**src/rtl/data_register_pkg.sv**
```systemverilog
// data_register_pkg: shared default width and reset value for data_register.
package data_register_pkg;
  localparam int DATA_REGISTER_WIDTH = 8;
  localparam logic [63:0] DATA_REGISTER_RESET_VALUE = '0;
endpackage

```
**src/rtl/data_register_if.sv**
```systemverilog
// data_register_if: load/data/status bundle; parity_out exists only with DATA_REGISTER_PARITY_EN.
interface data_register_if import data_register_pkg::*; #(
  parameter int WIDTH = DATA_REGISTER_WIDTH
);
  logic             load_signal;
  logic [WIDTH-1:0] data_input;
  logic [WIDTH-1:0] data_output;
  logic             loaded;
`ifdef DATA_REGISTER_PARITY_EN
  logic             parity_out;
  modport master (output load_signal, output data_input, input data_output, input loaded, input parity_out);
  modport slave  (input load_signal, input data_input, output data_output, output loaded, output parity_out);
`else
  modport master (output load_signal, output data_input, input data_output, input loaded);
  modport slave  (input load_signal, input data_input, output data_output, output loaded);
`endif
endinterface

```
**src/rtl/data_register_parity_gen.sv**
```systemverilog
// parity_gen: purely combinational even parity (XOR reduction) of a WIDTH-bit word.
module parity_gen #(
  parameter int WIDTH = 8
) (
  input  logic [WIDTH-1:0] i_data,
  output logic             o_parity
);
  assign o_parity = ^i_data;
endmodule

```
**src/rtl/data_register.sv**
```systemverilog
// data_register: loadable register with sync active-high reset and a sticky loaded flag.
// Optional parity_out is compiled in when DATA_REGISTER_PARITY_EN is defined.
module data_register import data_register_pkg::*; #(
  parameter int               WIDTH       = DATA_REGISTER_WIDTH,
  parameter logic [WIDTH-1:0] RESET_VALUE = DATA_REGISTER_RESET_VALUE[WIDTH-1:0]
) (
  input logic            clk,
  input logic            reset,
  data_register_if.slave bus
);
  logic [WIDTH-1:0] r_data;
  logic             r_loaded;
  always_ff @(posedge clk) begin
    if (reset) begin
      r_data   <= RESET_VALUE;
      r_loaded <= 1'b0;
    end else if (bus.load_signal) begin
      r_data   <= bus.data_input;
      r_loaded <= 1'b1;
    end
  end
  assign bus.data_output = r_data;
  assign bus.loaded      = r_loaded;
`ifdef DATA_REGISTER_PARITY_EN
  logic w_parity;
  parity_gen #(.WIDTH(WIDTH)) u_parity (
    .i_data   (r_data),
    .o_parity (w_parity)
  );
  assign bus.parity_out = w_parity;
`endif
endmodule

```
**src/flat_wrapper.sv**
```systemverilog
// flat-port wrapper written by rule: the top's interface ports become plain ports
module data_register_flat import data_register_pkg::*;
#(
  parameter int               WIDTH       = DATA_REGISTER_WIDTH,
  parameter logic [WIDTH-1:0] RESET_VALUE = DATA_REGISTER_RESET_VALUE[WIDTH-1:0]
)
  (clk, reset, bus_load_signal, bus_data_input, bus_data_output, bus_loaded);
  data_register_if #(.WIDTH(WIDTH)) bus_i ();
  input logic clk;
  input logic reset;
  input wire logic [$bits(bus_i.load_signal)-1:0] bus_load_signal;
  input wire logic [$bits(bus_i.data_input)-1:0] bus_data_input;
  output wire logic [$bits(bus_i.data_output)-1:0] bus_data_output;
  output wire logic [$bits(bus_i.loaded)-1:0] bus_loaded;
  assign bus_i.load_signal = bus_load_signal;
  assign bus_i.data_input = bus_data_input;
  assign bus_data_output = bus_i.data_output;
  assign bus_loaded = bus_i.loaded;
  data_register #(.WIDTH(WIDTH), .RESET_VALUE(RESET_VALUE)) u_core (.clk(clk), .reset(reset), .bus(bus_i));
endmodule
```
**config.mk**
```make
export PLATFORM = sky130hd
export DESIGN_NAME = data_register_flat
export DESIGN_NICKNAME = d
export VERILOG_FILES = /design/src/rtl/data_register_pkg.sv /design/src/rtl/data_register_if.sv /design/src/rtl/data_register_parity_gen.sv /design/src/rtl/data_register.sv /design/src/flat_wrapper.sv
export SDC_FILE = /design/constraint.sdc
export NUM_CORES = 1
export LEC_CHECK = 0
export ABC_AREA = 1
export CORE_AREA = 2 2 39 41
export DETAILED_ROUTE_END_ITERATION = 7
export DIE_AREA = 0 0 41 43
export PLACE_DENSITY = 0.68
export SYNTH_ARGS = -nofsm -noshare
export SYNTH_HDL_FRONTEND = slang
export SYNTH_SLANG_ARGS = --single-unit
```
**constraint.sdc**
```tcl
create_clock -name clk -period 1.2 [get_ports clk]
set_input_delay 0.12 -clock clk [delete_from_list [all_inputs] [get_ports clk]]
set_output_delay 0.12 -clock clk [all_outputs]
set_load 0.01 [all_outputs]
```
* After elaboration in Yosys (flattened, before gate mapping)
Index checks and enable logic that the tools add are counted.
Word-level totals: register bits 9, output and inout port bits 9, word-level logic and storage cells 2

* Depth between registers and ports, before layout
depth in word-level cells 0, gate-level depth with buffers 5, depth with buffers taken out 4

* Worst setup path before layout
OpenSTA, ideal clock, no wires.
path type in2reg, start in bus_load_signal, end reg u_core.r_data[4] (netlist: u_core.bus.data_output[4]), library setup time 0.114 ns, arrival time 0.514 ns, data required time 1.086 ns, slack 0.572 ns, stages 4, buffers on the path 2, cell sequence buf_6 -> buf_6 -> nor2_1 -> nor2_2
RTL lines:
- start: declaration | RTL line flat_wrapper.sv:11 | input wire logic [$bits(bus_i.load_signal)-1:0] bus_load_signal;
- end signal: assignment | RTL line data_register.sv:18 | r_data <= bus.data_input;
- end: declaration | RTL line data_register.sv:11 | logic [WIDTH-1:0] r_data;

* Worst setup path in the final report
start reg u_core.r_data[7] (netlist: u_core.bus.data_output[7]), end out bus_data_output[7]
RTL lines:
- end: declaration | RTL line flat_wrapper.sv:13 | output wire logic [$bits(bus_i.data_output)-1:0] bus_data_output;
No word-level cell between the ends.

==> results.sh <==
export IMPL_die_h_um=43
export IMPL_grt_pass1_vias=284
export IMPL_path_cells="dlygate4sd2_1"
export IMPL_end_kind="output port"
export IMPL_ir_drop_uv=546.3
export IMPL_slew_headroom_pct=83.98
export IMPL_hold_viol=0
export IMPL_rr_endpoint="u_core.bus.data_output[4]$_SDFFE_PP0P_"
export IMPL_p_per_area_nw_per_um2=1160
export IMPL_p_leak_nw=0.3291
export IMPL_io_buffers=19
export IMPL_hpwlAfterDp_um=516
export IMPL_cts_root_buf="clkbuf_4"
export IMPL_status="finished clean"
export IMPL_crit_buf_inv=1
export IMPL_grt_max_degree=10
export IMPL_layout_cells_non_filler=93
export IMPL_clkLatencyLatePin_ns=0.25
export IMPL_period_share_pct=81.79
export IMPL_ff2ff_setup_slack_ns=0.63
export IMPL_path_clk_slew_ns=0.07
export IMPL_synth_warnings=0
export IMPL_ys_flop_type="dfxtp_1"
export IMPL_clock_path_buffers=2
export IMPL_fin_ws_ns=0.2185
export IMPL_r2r_start="u_core.bus.data_output[4]$_SDFFE_PP0P_"
export IMPL_drc=0
export IMPL_crit_path_max_fanout=2
export IMPL_post_route_min_period_ns=0.9815
export IMPL_maxCapViolations=0
export IMPL_cp_arrival_ns=0.86
export IMPL_drive_gt1_share_pct=10.39
export IMPL_dp_slack_ns=0.1751
export IMPL_synth_edff_count=0
export IMPL_report_final_slew_viol_count=0
export IMPL_antenna_found_initial=0
export IMPL_htreeDepth=1
export IMPL_cp_slowest_cell="dfxtp_1"
export IMPL_avgSynthCellArea_um2=6.835
export IMPL_synth_top_area_share_pct=48.81
export IMPL_ys_top_cells_by_area="dfxtp_1, nor2_1, nand2_1"
export IMPL_gr_total_overflow=0
export IMPL_die_area_um2=1763
export IMPL_synth_fp_nets=65
export IMPL_cts_setup_buffers=0
export IMPL_antenna_left=0
export IMPL_r2r_cells=2
export IMPL_wirelength_um=649
export IMPL_fp_coreArea_um2=1384
export IMPL_place_gp_congestion=0.5993
export IMPL_netlist_top_cell_by_area="dfxtp_1"
export IMPL_num_fill_cells=157
export IMPL_synth_area_um2=369.1
export IMPL_slowest_delay_ns=0.34
export IMPL_tns_ns=0
export IMPL_timing_hold_ws_ns=0.4110
export IMPL_num_vias=349
export IMPL_holdPathStages=2
export IMPL_cts_buffers=3
export IMPL_synth_distinct_cells=7
export IMPL_grt_setup_unrepaired="no"
export IMPL_track_usage_pct=9.274
export IMPL_async_reset_ff_share_pct=0
export IMPL_antennaDiodeCount=0
export IMPL_crit_required_ns=1.08
export IMPL_fmax_mhz=1019
export IMPL_viasPerCell=3.753
export IMPL_hold_path_class="in2reg"
export IMPL_worst_slew_pin_slew_ns=0.2400
export IMPL_start_util_pct=26.67
export IMPL_wl_per_cell_um=6.978
export IMPL_cts_tree="built"
export IMPL_critPathLaunchType="flop"
export IMPL_skew_ns=0
export IMPL_netlist_instances=54
export IMPL_placed_cells=89
export IMPL_nNetsFinal=89
export IMPL_finalSetupViolations=0
export IMPL_areaGrowthSynthToFinish_pct=59.32
export IMPL_yosysSeqAreaShare_pct=48.81
export IMPL_fp_dieW_um=41
export IMPL_holdPathEnd="u_core.bus.loaded$_SDFFE_PP0P_"
export IMPL_criticalPathCategory="reg2out"
export IMPL_ys_ff_latch=9
export IMPL_grt_pass1_wl_mm=1.076
export IMPL_cts_hold_buf=0
export IMPL_synth_most_common_cell="nor2_1"
export IMPL_cts_sinks=9
export IMPL_crit_family="flip-flops"
export IMPL_synthTopCellsByCount="nor2_1, nand2_1, dfxtp_1, inv_1, buf_6"
export IMPL_drt_initial_drc_count=0
export IMPL_min_from="reset"
export IMPL_num_io_pins=20
export IMPL_rows=14
export IMPL_drt_pass1_iter_count=1
export IMPL_cts_resized_gates=9
placed cells by master, fill, tap and decap left out, drive strengths merged:
master and instances:
buf 2, clkbuf 3, clkdlybuf4s50 10, clkinv 1, dfxtp 9, dlygate4sd2 9
inv 9, nand2 16, nor2 18
metrics by stage:
stage               util [%]  instance area [µm²]  power [W]
CTS                    42.50                588.1  0.0006918
global placement       41.32                571.8  0.0004724
floorplan                  -                369.1  0.0003971
global route           42.50                588.1  0.0007177
finish                 42.50                588.1  0.0006821
detailed placement     41.32                571.8  0.0004736
metal layers:
metal / wire [µm] / vias to the layer above / track usage (%)
met5: 0 / - / 0
met4: 0 / 0 / 4.000
met3: 60 / 0 / 6.283
met2: 286 / 13 / 13.44
met1: 302 / 140 / 10.10
li1: - / 196 / -
power by group:
part / switching, W / internal [W]
logic: 0.0000524 / 0.0000690
registers: 0.00000919 / 0.000320
clock network: 0.000109 / 0.000123
how the worst max path moves through the flow:
stage	start	endpoint	slack, ns	cells after the start
final	u_core.bus.data_output[7]$_SDFFE_PP0P_	bus_data_output[7]	0.22	1
after CTS	u_core.bus.data_output[7]$_SDFFE_PP0P_	bus_data_output[7]	0.21	1
after detailed placement	bus_load_signal	u_core.bus.data_output[0]$_SDFFE_PP0P_	0.18	5
after global routing	u_core.bus.data_output[4]$_SDFFE_PP0P_	bus_data_output[4]	0.18	1
after global placement	bus_load_signal	u_core.bus.data_output[5]$_SDFFE_PP0P_	0.19	5
after floorplan	bus_load_signal	u_core.bus.data_output[4]$_SDFFE_PP0P_	0.57	4
kinds of logic (layout without fill, tap and decap cells):
kind of cell	count (synthesis)	in the layout	synth area share, %
flip-flops	9	9	48.81
buffers and inverters	11	34	15.25
AND/OR/NAND/NOR	34	34	35.93
flip-flops by register name, indices dropped and copies added (netlist names):
signal,cells
u_core.bus.data_output,8
u_core.bus.loaded,1
cell type report:
type	instances	area [µm²]	share of cell area, %
clock buffer	3	22.52	3.830
clock inverter	1	5.005	0.8511
inverter	9	33.78	5.745
multi-input combinational	34	132.6	22.55
sequential	9	180.2	30.64
tap	16	20.02	3.404
timing repair buffer	21	193.9	32.98
Power figures use the tool's default switching activity.
==> RTL edit (same flow settings) <==
Make the reset (`reset`) asynchronous in one clocked block. Comments in the files are not updated.
--- a/src/rtl/data_register.sv
+++ b/src/rtl/data_register.sv
@@ -11,5 +11,5 @@
   logic [WIDTH-1:0] r_data;
   logic             r_loaded;
-  always_ff @(posedge clk) begin
+  always_ff @(posedge clk or posedge reset) begin
     if (reset) begin
       r_data   <= RESET_VALUE;
Check against the original RTL: differs if reset is asserted again (counterexample within 4 cycles, from zero or initial values and one cycle with reset high); with reset held inactive, the same outputs for 10 cycles.
==> RTL edit against the unedited design <==
  * Wire length rose by 6.9%
  * Area after synthesis fell by 7.8%
  * Worst setup slack got worse by 0.059 ns
  * Design area fell by 3.2%
  * Sequential cell count did not move
  * Power rose by 1.1%
  * Via count fell by 11%
  * Worst hold slack got worse by 0.30 ns
==> RTL edit: results (changes against the unedited design) <==
Clocking
  – Clock Pin Slew Worst Setup and Hold Paths: 0.06 ns
  – Htree depth: 1 (unchanged)
  – Post-CTS Setup Repair Bufs: 0 (unchanged)
  – Bufs on Longest Clock Path: 2 (unchanged)
  – Root Buffer: clkbuf_4

Place
  – Final RePlAce weighted congestion: 0.610 (+1.8%)
  – Post-Place Setup Slack: 0.158 ns (-0.0167 ns)
  – Post-Place Cell Area: 554 um2 (-3.1%)
  – Post-DP HPWL: 513 um (-0.56%)

Route
  – Total detailed-routing wirelength: 694 um (+6.9%)
  – Iteration-0 DRC Markers: 8 (+8)
  – Detailed Routing Iterations Pass 1: 4 (+3)
  – Vias: 312 (-11%)

Pwr
  – Peak supply drop: 0.000472 V (-14%)
  – Leakage power: 0.299 nW (-9.1%)

GRT
  – Vias in the first global route: 274 (-3.5%)
  – Initial antenna violation count: 0 (unchanged)
  – Global Route Usage Sum: 0.102 (+0.00878)
  – Largest net degree at the start of global routing: 10 (unchanged)
  – First-pass GRT wire length: 1.15 mm (+6.4%)

Run status
  – Outcome: finished clean

Worst setup path
  – Critical path arrival: 0.92 ns (+0.06 ns)
  – Crit. Startpoint: u_core.bus.data_output[7]
  – Slowest CP cell: dfrtp_1
  – Family with the most delay on the worst path: flip-flops
  – Reg2reg start: u_core.bus.loaded
  – Max incr delay on CP: 0.38 ns (+0.04 ns)
  – CP Max Fanout: 2 (unchanged)

Yosys
  – Synth Area in Adders: 0 (unchanged)
  – Commonest cells in the netlist: nand2_1, dfrtp_1
  – Fraction of registers with async set/reset: 1.00 (+1.00)
  – Compound-Gate Fraction of Synth Area: 0 (unchanged)
  – Synth top area cells: dfrtp_1, nand2_1, buf_6
  – Mux share of post-synthesis cell area: 0 (unchanged)
  – Synth cell types: 6 (-1)
  – Synthesized Nets: 48 (-26%)
  – Seq/Total Area, Yosys: 0.662 (+0.174)

Finish
  – Final nets: 73 (-18%)
  – Antenna cells: 0 (unchanged)
  – Share of cells above drive strength 1: 0.0984 (-0.00554)
  – Max reg flops: 8 (unchanged)

Min path
  – Worst hold path class: in2async

STA
  – Worst-Margin Slew: 0.328 ns (+0.0879 ns)
[RTL edit: where the power goes]
part / internal (W) / switching (W) / total [W]
sequential: 0.000327 / 0.0000120 / 0.000339
clock: 0.000128 / 0.000106 / 0.000234
combinational: 0.0000659 / 0.0000501 / 0.000116
total: 0.000521 / 0.000168 / 0.000689
[RTL edit: stage by stage]
| step | hold WS (ns) | utilization | total power [W] | std cells |
|---|---|---|---|---|
| after CTS | 0.132 | 0.411 | 0.000696 | 77 |
| after global routing | 0.153 | 0.411 | 0.000727 | 77 |
| final | 0.114 | 0.411 | 0.000689 | 77 |
| after floorplan | -0.0521 | - | 0.000392 | 37 |
| after global placement | 0.396 | 0.401 | 0.000480 | 73 |
| after detailed placement | 0.409 | 0.401 | 0.000481 | 73 |
[RTL edit: worst paths after layout]
check,endpoint,slack (ns),cells after the start
min in group clk,u_core.bus.data_output[5],0.39,3
min reg2reg,u_core.bus.loaded,0.47,1
max reg2reg,u_core.bus.loaded,0.51,1
max in group asynchronous,u_core.bus.data_output[2],0.84,2
min,u_core.bus.data_output[7],0.11,2
max,bus_data_output[7],0.16,1
[RTL edit: layout make-up]
cell class | instances | area, um2
fillers | 141 | 815
flip-flops and latches | 9 | 225
repair buffers | 21 | 194
multi-input cells | 25 | 96.3
clock buffers | 4 | 26.3
well taps | 16 | 20.0
inverters | 2 | 7.51
[RTL edit: routing by layer]
| metal | vias up | global-route usage | share of wire |
|---|---|---|---|
| met3 | 4 | 0.0314 | 0.095 |
| li1 | 159 | - | - |
| met4 | 0 | 0.100 | 0.036 |
| met2 | 19 | 0.113 | 0.42 |
| met1 | 130 | 0.143 | 0.45 |
| met5 | - | 0 | 0 |
[RTL edit: logic make-up (layout without fill, tap and decap cells)]
family        Yosys count  count (layout)
flops                   9               9
buf+inv                 3              27
simple gates           25              25
